`src/rtl/apu_control_n_if.sv`:
```
// CPU-side register bus into the APU master-control block.
interface apu_control_n_if;
   logic [3:0] reg_sel;
   logic       reg_wr;
   logic       reg_rd;
   logic [7:0] wdata;
   logic [7:0] rdata;

   modport master (
      output reg_sel, reg_wr, reg_rd, wdata,
      input  rdata
   );

   modport slave (
      input  reg_sel, reg_wr, reg_rd, wdata,
      output rdata
   );
endinterface

```
`src/rtl/apu_control_n.sv`:
```
// APU master control: volume/pan/power registers, clock enables, frame sequencer.
// Optional VIN enables stored only when APU_CTRL_VIN_EN is defined.
module apu_control_n #(
   parameter int NUM_CH   = 4,
   parameter int PAN_REGS = (2*NUM_CH+7)/8,
   parameter int FAST_DIV = 16
) (
   input  logic              apuv_4mhz,
   input  logic              nreset,
   apu_control_n_if.slave    bus,
   input  logic              tick_512hz,
   input  logic [NUM_CH-1:0] ch_active,
   output logic              apu_reset,
   output logic              en_2mhz,
   output logic              en_1mhz,
   output logic              len_tick,
   output logic              sweep_tick,
   output logic              env_tick,
   output logic [2:0]        lvol,
   output logic [2:0]        rvol,
   output logic              vin_l_ena,
   output logic              vin_r_ena,
   output logic [NUM_CH-1:0] lmix,
   output logic [NUM_CH-1:0] rmix
);
   localparam int PW = 8*PAN_REGS;
   localparam int FW = $clog2(FAST_DIV);
   localparam logic [PW-1:0] USED = PW'((64'd1 << (2*NUM_CH)) - 64'd1);

   logic [1:0]    c;
   logic          power;
   logic          fast;
   logic [PW-1:0] pan;
   logic          tick_q;
   logic [FW-1:0] fcnt;
   logic [2:0]    step;
   logic          wr_vol, wr_ctl, pwr_off, pwr_on;
   logic          fast_run, fast_tc, slow_rise, tick;
   logic [7:0]    rd_val, ctl_val, vol_val;
   logic [PW-1:0] pan_rd;

   assign en_2mhz   = c[0];
   assign en_1mhz   = &c;
   assign apu_reset = ~power;

   assign wr_vol    = bus.reg_wr && bus.reg_sel == 4'd0 && power;
   assign wr_ctl    = bus.reg_wr && bus.reg_sel == 4'd1;
   assign pwr_off   = wr_ctl && power && !bus.wdata[7];
   assign pwr_on    = wr_ctl && !power && bus.wdata[7];
   assign fast_run  = power && fast;
   assign fast_tc   = fast_run && fcnt == FW'(FAST_DIV-1);
   assign slow_rise = tick_512hz && !tick_q;
   // a power-off write on the same edge swallows the tick
   assign tick      = power && !pwr_off && (fast ? fast_tc : slow_rise);

   assign vol_val = {vin_l_ena, lvol, vin_r_ena, rvol};
   assign pan_rd  = pan | ~USED;

   always_comb begin
      rmix = '0;
      lmix = '0;
      for (int k = 0; k < NUM_CH; k++) begin
         rmix[k] = pan[2*k];
         lmix[k] = pan[2*k+1];
      end
   end

   always_comb begin
      ctl_val = {power, 7'h7F};
      ctl_val[NUM_CH-1:0] = ch_active;
      rd_val = 8'hFF;
      if (bus.reg_sel == 4'd0) rd_val = vol_val;
      if (bus.reg_sel == 4'd1) rd_val = ctl_val;
      for (int r = 0; r < PAN_REGS; r++)
         if (bus.reg_sel == 4'(2+r)) rd_val = pan_rd[8*r +: 8];
   end

   always_ff @(posedge apuv_4mhz or negedge nreset) begin
      if (!nreset) begin
         c          <= '0;
         power      <= 1'b0;
         fast       <= 1'b0;
         lvol       <= '0;
         rvol       <= '0;
         pan        <= '0;
         tick_q     <= 1'b0;
         fcnt       <= '0;
         step       <= '0;
         len_tick   <= 1'b0;
         sweep_tick <= 1'b0;
         env_tick   <= 1'b0;
         bus.rdata  <= '0;
      end else begin
         c          <= c + 2'd1;
         tick_q     <= tick_512hz;
         fcnt       <= fast_run ? fcnt + FW'(1) : '0;
         len_tick   <= tick && !step[0];
         sweep_tick <= tick && step[1:0] == 2'd2;
         env_tick   <= tick && step == 3'd7;
         bus.rdata  <= bus.reg_rd ? rd_val : 8'h00;
         if (tick) step <= step + 3'd1;
         if (wr_ctl) begin
            power <= bus.wdata[7];
            fast  <= pwr_off ? 1'b0 : bus.wdata[6];
         end
         if (pwr_off || pwr_on) step <= '0;
         if (pwr_off) begin
            lvol <= '0;
            rvol <= '0;
            pan  <= '0;
         end
         if (wr_vol) begin
            lvol <= bus.wdata[6:4];
            rvol <= bus.wdata[2:0];
         end
         for (int r = 0; r < PAN_REGS; r++)
            if (power && bus.reg_wr && bus.reg_sel == 4'(2+r))
               pan[8*r +: 8] <= bus.wdata;
      end
   end

`ifdef APU_CTRL_VIN_EN
   always_ff @(posedge apuv_4mhz or negedge nreset) begin
      if (!nreset) begin
         vin_l_ena <= 1'b0;
         vin_r_ena <= 1'b0;
      end else if (pwr_off) begin
         vin_l_ena <= 1'b0;
         vin_r_ena <= 1'b0;
      end else if (wr_vol) begin
         vin_l_ena <= bus.wdata[7];
         vin_r_ena <= bus.wdata[3];
      end
   end
`else
   assign vin_l_ena = 1'b0;
   assign vin_r_ena = 1'b0;
`endif
endmodule

```
`src/flat_wrapper.sv`:
```
// flat-port wrapper written by rule: the top's interface ports become plain ports
module apu_control_n_flat 
#(
   parameter int NUM_CH   = 4,
   parameter int PAN_REGS = (2*NUM_CH+7)/8,
   parameter int FAST_DIV = 16
)
  (apuv_4mhz, nreset, tick_512hz, ch_active, apu_reset, en_2mhz, en_1mhz, len_tick, sweep_tick, env_tick, lvol, rvol, vin_l_ena, vin_r_ena, lmix, rmix, bus_reg_sel, bus_reg_wr, bus_reg_rd, bus_wdata, bus_rdata);
  apu_control_n_if bus_i ();
  input  logic apuv_4mhz;
  input  logic nreset;
  input  logic tick_512hz;
  input  logic [NUM_CH-1:0] ch_active;
  output logic apu_reset;
  output logic en_2mhz;
  output logic en_1mhz;
  output logic len_tick;
  output logic sweep_tick;
  output logic env_tick;
  output logic [2:0] lvol;
  output logic [2:0] rvol;
  output logic vin_l_ena;
  output logic vin_r_ena;
  output logic [NUM_CH-1:0] lmix;
  output logic [NUM_CH-1:0] rmix;
  input wire logic [$bits(bus_i.reg_sel)-1:0] bus_reg_sel;
  input wire logic [$bits(bus_i.reg_wr)-1:0] bus_reg_wr;
  input wire logic [$bits(bus_i.reg_rd)-1:0] bus_reg_rd;
  input wire logic [$bits(bus_i.wdata)-1:0] bus_wdata;
  output wire logic [$bits(bus_i.rdata)-1:0] bus_rdata;
  assign bus_i.reg_sel = bus_reg_sel;
  assign bus_i.reg_wr = bus_reg_wr;
  assign bus_i.reg_rd = bus_reg_rd;
  assign bus_i.wdata = bus_wdata;
  assign bus_rdata = bus_i.rdata;
  apu_control_n #(.NUM_CH(NUM_CH), .PAN_REGS(PAN_REGS), .FAST_DIV(FAST_DIV)) u_core (.apuv_4mhz(apuv_4mhz), .nreset(nreset), .bus(bus_i), .tick_512hz(tick_512hz), .ch_active(ch_active), .apu_reset(apu_reset), .en_2mhz(en_2mhz), .en_1mhz(en_1mhz), .len_tick(len_tick), .sweep_tick(sweep_tick), .env_tick(env_tick), .lvol(lvol), .rvol(rvol), .vin_l_ena(vin_l_ena), .vin_r_ena(vin_r_ena), .lmix(lmix), .rmix(rmix));
endmodule
```
`config.mk`:
```
export PLATFORM = sky130hd
export DESIGN_NAME = apu_control_n_flat
export DESIGN_NICKNAME = d
export VERILOG_FILES = /design/src/rtl/apu_control_n_if.sv /design/src/rtl/apu_control_n.sv /design/src/flat_wrapper.sv
export SDC_FILE = /design/constraint.sdc
export NUM_CORES = 1
export LEC_CHECK = 0
export ABC_AREA = 1
export CORE_MARGIN = 1
export CORE_UTILIZATION = 46
export DETAILED_ROUTE_END_ITERATION = 8
export PLACE_DENSITY_LB_ADDON = 0.2
export RECOVER_POWER = 50
export SKIP_LAST_GASP = 1
export SLEW_MARGIN = 10
export SYNTH_ARGS = -nofsm -noshare
export SYNTH_HDL_FRONTEND = slang
export SYNTH_SLANG_ARGS = --single-unit
```
`constraint.sdc`:
```
create_clock -name apuv_4mhz -period 1.7 [get_ports apuv_4mhz]
set_clock_uncertainty 0.1 [all_clocks]
set_input_delay 0.425 -clock apuv_4mhz [delete_from_list [all_inputs] [get_ports apuv_4mhz]]
set_output_delay 0.425 -clock apuv_4mhz [all_outputs]
set_load 0.05 [all_outputs]
```
-- After elaboration in Yosys (flattened, before gate mapping)
Index checks and enable logic that the tools add are counted.
- output and inout port bits: 30
- register bits: 37
- input port bits: 21
- word-level logic and storage cells: 64
- reductions and logical operators: 28
- mux-type cells: 14
- add/subtract/negate cells: 3
- eq/ne operators: 5
- bitwise gates (word level): 1
- operators with widths (operator ; count):
    two-way mux 8 bit ; 6
    logical AND 1 bit ; 17
    two-way mux 3 bit ; 5
    nonzero test 2 bit ; 3
    logical NOT 1 bit ; 5
    adder 4 x 1 -> 4 bit (second input constant) ; 1
    equality test 4 x 1 -> 1 bit (second input constant) ; 1
    equality test 4 x 2 -> 1 bit (second input constant) ; 1
    equality test 4 bit (second input constant) ; 1
    logical NOT 4 bit ; 1
    two-way mux 4 bit ; 1
    adder 3 x 1 -> 3 bit (second input constant) ; 1
    equality test 3 bit (second input constant) ; 1
    adder 2 x 1 -> 2 bit (second input constant) ; 1
    equality test 2 bit (second input constant) ; 1
    two-way mux 1 bit ; 2
    AND reduction 2 bit ; 1
    logical OR 1 bit ; 1
    inverter 1 bit ; 1

-- Logic depth before layout (Yosys ltp)
- depth in word-level cells: 9
- depth in mapped cells: 10
- mapped depth without buffers: 10

-- Worst setup path after synthesis
No wires, ideal clock.
- path type: flip-flop to output port
- start point: reg u_core.c[0]
- end point: out en_1mhz
- setup slack: 8 ps
- stages on the path, launching flop included: 2
- arrival time: 1167 ps
- path through: dfrtp_1 > ha_1
- word-level cells in the longest chain between the ends: 1
- RTL lines (element ; RTL line ; text):
    from (decl) ; apu_control_n.sv:30 ; logic [1:0] c;
    from (signal assigned) ; apu_control_n.sv:94 ; c <= c + 2'd1;
    AND reduction 2 bit ; apu_control_n.sv:43 ; assign en_1mhz = &c;
    to (decl) ; flat_wrapper.sv:16 ; output logic en_1mhz;
No other way between the ends.

-- Worst setup path after layout
- start point: in bus_reg_sel[3]
- end point: reg u_core.bus.rdata[4]
- word-level cells in the longest chain between the ends: 5
- elaborated cells on any way between the ends: 7
- those cells by class: eq/ne (2); mux (4); reduce/logical (1)
- RTL lines (element ; RTL line ; text):
    from (decl) ; flat_wrapper.sv:26 ; input wire logic [$bits(bus_i.reg_sel)-1:0] bus_reg_sel;
    logical NOT 4 bit ; apu_control_n.sv:72 ; if (bus.reg_sel == 4'd0) rd_val = vol_val;
    two-way mux 8 bit ; apu_control_n.sv:72 ;
    two-way mux 8 bit ; apu_control_n.sv:73 ; if (bus.reg_sel == 4'd1) rd_val = ctl_val;
    two-way mux 8 bit (*) ; apu_control_n.sv:75 ; if (bus.reg_sel == 4'(2+r)) rd_val = pan_rd[8*r +: 8];
    two-way mux 8 bit (*) ; apu_control_n.sv:100 ; bus.rdata <= bus.reg_rd ? rd_val : 8'h00;
    to (signal assigned) ; apu_control_n.sv:100 ;
    to (decl) ; apu_control_n_if.sv:16 ; output rdata
Mark *: on every way between the ends. The rest lies on a longest branch, timed or not.
A chain may end at the register's enable or synchronous reset.

==> flow_metrics.env <==
export IMPL_drive_above_1_share_pct=26.7
export IMPL_drv_slew=0
export IMPL_cp_max_fo=8
export IMPL_critPathRequiredTime_ns=1.77
export IMPL_synth_avg_cell_area_sq_um=9.55
export IMPL_fmax_mhz=577
export IMPL_slew_headroom_pct=54.2
export IMPL_insertion_delay_ns=0.29
export IMPL_synth_cell_types=27
export IMPL_cp_arrival_ns=1.80
export IMPL_ir_worst_vdd_mv=0.763
export IMPL_hpwl_um=3230
export IMPL_globalplace_congestion=0.867
export IMPL_yosys_warnings=0
export IMPL_drcViolationCount=0
export IMPL_worst_pin_slew_ns=0.687
export IMPL_r2r_setup_slack_ns=0.25
export IMPL_diodes=0
export IMPL_period_share_pct=102
export IMPL_power_frac_comb_pct=35.9
export IMPL_synth_cells=179
export IMPL_clockBufferDepth=2
export IMPL_cp_end_kind="flop"
export IMPL_failed_checks="setup timing"
export IMPL_finalWorstSetupSlack_ns=-0.0323
export IMPL_dp_slack_ns=-0.281
export IMPL_core_region_area_sq_um=3440
export IMPL_switching_power_uw=952
export IMPL_fin_nets=269
export IMPL_critPathLaunchType="primary input"
export IMPL_overflow=0
export IMPL_cts_setup_buffers=0
export IMPL_startpoint="bus_reg_sel[3]"
export IMPL_finalSetupViolCount=1
export IMPL_clkTransAtPathRegs_ns=0.07
export IMPL_vias=1484
export IMPL_r2r_start="u_core.fcnt[0]$_DFF_PN0_"
export IMPL_power_uw=2700
export IMPL_maxCapViolCount=0
export IMPL_crit_type="in -> reg"
export IMPL_syn_area_sq_um=1710
export IMPL_powerDensity_nw_per_um2=1040
export IMPL_antenna_found_initial=0
export IMPL_die_height_um=63.0
export IMPL_cts_buffers=5
export IMPL_synth_seq_cells=37
export IMPL_die_area_sq_um=3960
export IMPL_wl_um=4260
export IMPL_swShare_pct=35.2
export IMPL_fin_crit_ns=1.73
export IMPL_power_share_clock_pct=22.3
export IMPL_holdBufCountCts=0
export IMPL_grt_pass1_vias=1438
export IMPL_ys_seq_area_share_pct=54.2
export IMPL_finalHoldViolCount=0
export IMPL_timing_setup_tns_ns=-0.0323
export IMPL_rows=21
export IMPL_gr_usage_all_layers_pct=22.3
export IMPL_rr_endpoint="u_core.step[2]$_DFFE_PN0P_"
export IMPL_grt_pass1_wl_um=6580
export IMPL_worstHoldPathType="in -> async"
export IMPL_numPortBuffers=48
export IMPL_rsz0062_at_grt="yes"
export IMPL_io_pins=51
export IMPL_ctsResizeCount=0
export IMPL_cts_sinks=37
export IMPL_ant_nets=0
export IMPL_viasPerCell=5.13
export IMPL_die_w_um=63.0
export IMPL_seq_power_share_pct=41.8
export IMPL_crit_path_end="u_core.bus.rdata[4]$_DFF_PN0_"
export IMPL_wl_per_cell_um=14.7
export IMPL_drt_initial_drc_count=102
export IMPL_syn_to_final_growth_pct=52.6
export IMPL_cts_tree="yes"
export IMPL_htreeDepth=2
export IMPL_grt_max_degree=29
export IMPL_root_buffer="clkbuf_8"
export IMPL_reg2reg_depth=10
export IMPL_drtPass1Iterations=4
export IMPL_power_leakage_uw=0.00131
export IMPL_initial_core_util_pct=49.7
export IMPL_internal_power_uw=1750
export IMPL_status="complete, but fails checks"
layout by cell type, fill, tap and decap left out:
| cell type | synthesis | layout |
|---|---|---|
| dfrtp_2 | 0 | 1 |
| ha_1 | 5 | 5 |
| nand4_4 | 1 | 2 |
| nor2_1 | 16 | 16 |
| o22ai_1 | 3 | 3 |
| nor2_8 | 1 | 1 |
| nand2_1 | 26 | 26 |
| nand3_4 | 1 | 1 |
| o21ai_1 | 7 | 7 |
| clkbuf_1 | 0 | 3 |
| clkbuf_2 | 0 | 6 |
| nand4_1 | 3 | 3 |
| o21ai_0 | 9 | 9 |
| dfrtp_1 | 37 | 36 |
| buf_4 | 4 | 11 |
| nor2_4 | 0 | 1 |
| clkdlybuf4s50_1 | 0 | 18 |
| nand3_2 | 2 | 2 |
| buf_12 | 0 | 23 |
| nor3_1 | 1 | 1 |
| inv_1 | 24 | 24 |
| nand3_1 | 20 | 20 |
| clkbuf_8 | 0 | 6 |
| o21ai_2 | 7 | 7 |
| nand3b_1 | 1 | 1 |
| inv_2 | 1 | 1 |
| nand2_4 | 1 | 1 |
| a21oi_1 | 2 | 2 |
| conb_1 | 1 | 2 |
| dlygate4sd3_1 | 0 | 1 |
| nor2_2 | 2 | 1 |
| xor2_1 | 1 | 1 |
| inv_4 | 1 | 1 |
flip-flops by register name, summed over array words and instances (netlist names):
signal and cells:
u_core.rvol 3, u_core.len_tick 1, u_core.fcnt 4, u_core.c 2
u_core.step 3, u_core.tick_q 1, u_core.sweep_tick 1, u_core.env_tick 1
u_core.power 1, u_core.fast 1, u_core.bus.rdata 8, u_core.lvol 3
u_core.pan 8
power by group through the flow:
stage               Combinational, uW  Clock (uW)  Sequential (uW)
floorplan                         233           0             1350
global placement                  958           0             1140
detailed placement                986           0             1140
CTS                               989         625             1130
global route                     1020         660             1140
finish                            971         604             1130
cell usage after synthesis:
cell type	n	share of area [%]
o22ai_1	3	1.1
nand3_2	2	1.2
xor2_1	1	0.51
nand2_4	1	0.66
buf_4	4	1.8
inv_4	1	0.37
ha_1	5	3.7
o21ai_0	9	2.6
nor2_8	1	1.2
nand2_1	26	5.7
nor2_1	16	3.5
nand3_4	1	1.0
dfrtp_1	37	54
nor3_1	1	0.29
nand3_1	20	5.9
a21oi_1	2	0.59
inv_2	1	0.22
buf_2	1	0.29
buf_6	1	0.66
nand4_4	1	1.2
nand4_1	3	1.1
o21ai_1	7	2.0
inv_1	24	5.3
nor2_2	2	0.73
conb_1	1	0.22
o21ai_2	7	3.6
nand3b_1	1	0.44
cell type report:
type,count,area [sq um]
Fill cell,238,833
Clock buffer,7,86.3
Timing Repair Buffer,61,771
Sequential cell,37,927
Multi-Input combinational cell,112,667
Inverter,26,100
Tap cell,46,57.6
per-layer routing:
| metal | vias up | part of all wire (%) | GRT usage [%] |
|---|---|---|---|
| met3 | 9 | 4.6 | 6.57 |
| li1 | 707 | - | - |
| met5 | - | 0 | 0 |
| met1 | 721 | 39 | 24.4 |
| met4 | 0 | 1.7 | 8.72 |
| met2 | 47 | 54 | 39.9 |
through the flow:
stage,hold WS [ns],instance area [sq um],util (%),instances
after floorplan,0.0294,1710,-,180
after global placement,0.346,2580,74.9,281
after detailed placement,0.355,2580,74.9,281
after CTS,0.0496,2660,77.4,288
after global routing,0.126,2610,75.8,289
final,0.0630,2610,75.8,289
worst min-delay path by stage:
stage	start	end	cells after the start
floorplan	nreset	u_core.bus.rdata[0]$_DFF_PN0_	0
global placement	u_core.fcnt[0]$_DFF_PN0_	u_core.fcnt[0]$_DFF_PN0_	1
detailed placement	u_core.fcnt[0]$_DFF_PN0_	u_core.fcnt[0]$_DFF_PN0_	1
CTS	nreset	u_core.bus.rdata[7]$_DFF_PN0_	1
global route	nreset	u_core.bus.rdata[7]$_DFF_PN0_	1
finish	nreset	u_core.bus.rdata[7]$_DFF_PN0_	1
cell families (layout without fill, tap and decap cells):
family / after synthesis / in the layout / share of synthesized area [%]
fa+ha+maj: 5 / 5 / 3.66
simple gates: 75 / 76 / 22.9
other cells: 1 / 2 / 0.219
xor+xnor: 1 / 1 / 0.513
compound gates: 28 / 28 / 9.96
buf+inv: 32 / 94 / 8.57
flops: 37 / 37 / 54.2
critical path, cell delays in order:
cell and delay (ns):
clkdlybuf4s50_1 0.49, nor2_8 0.24, nand3_1 0.24, o21ai_0 0.32, nor2_1 0.08
Power figures use the tool's default switching activity.
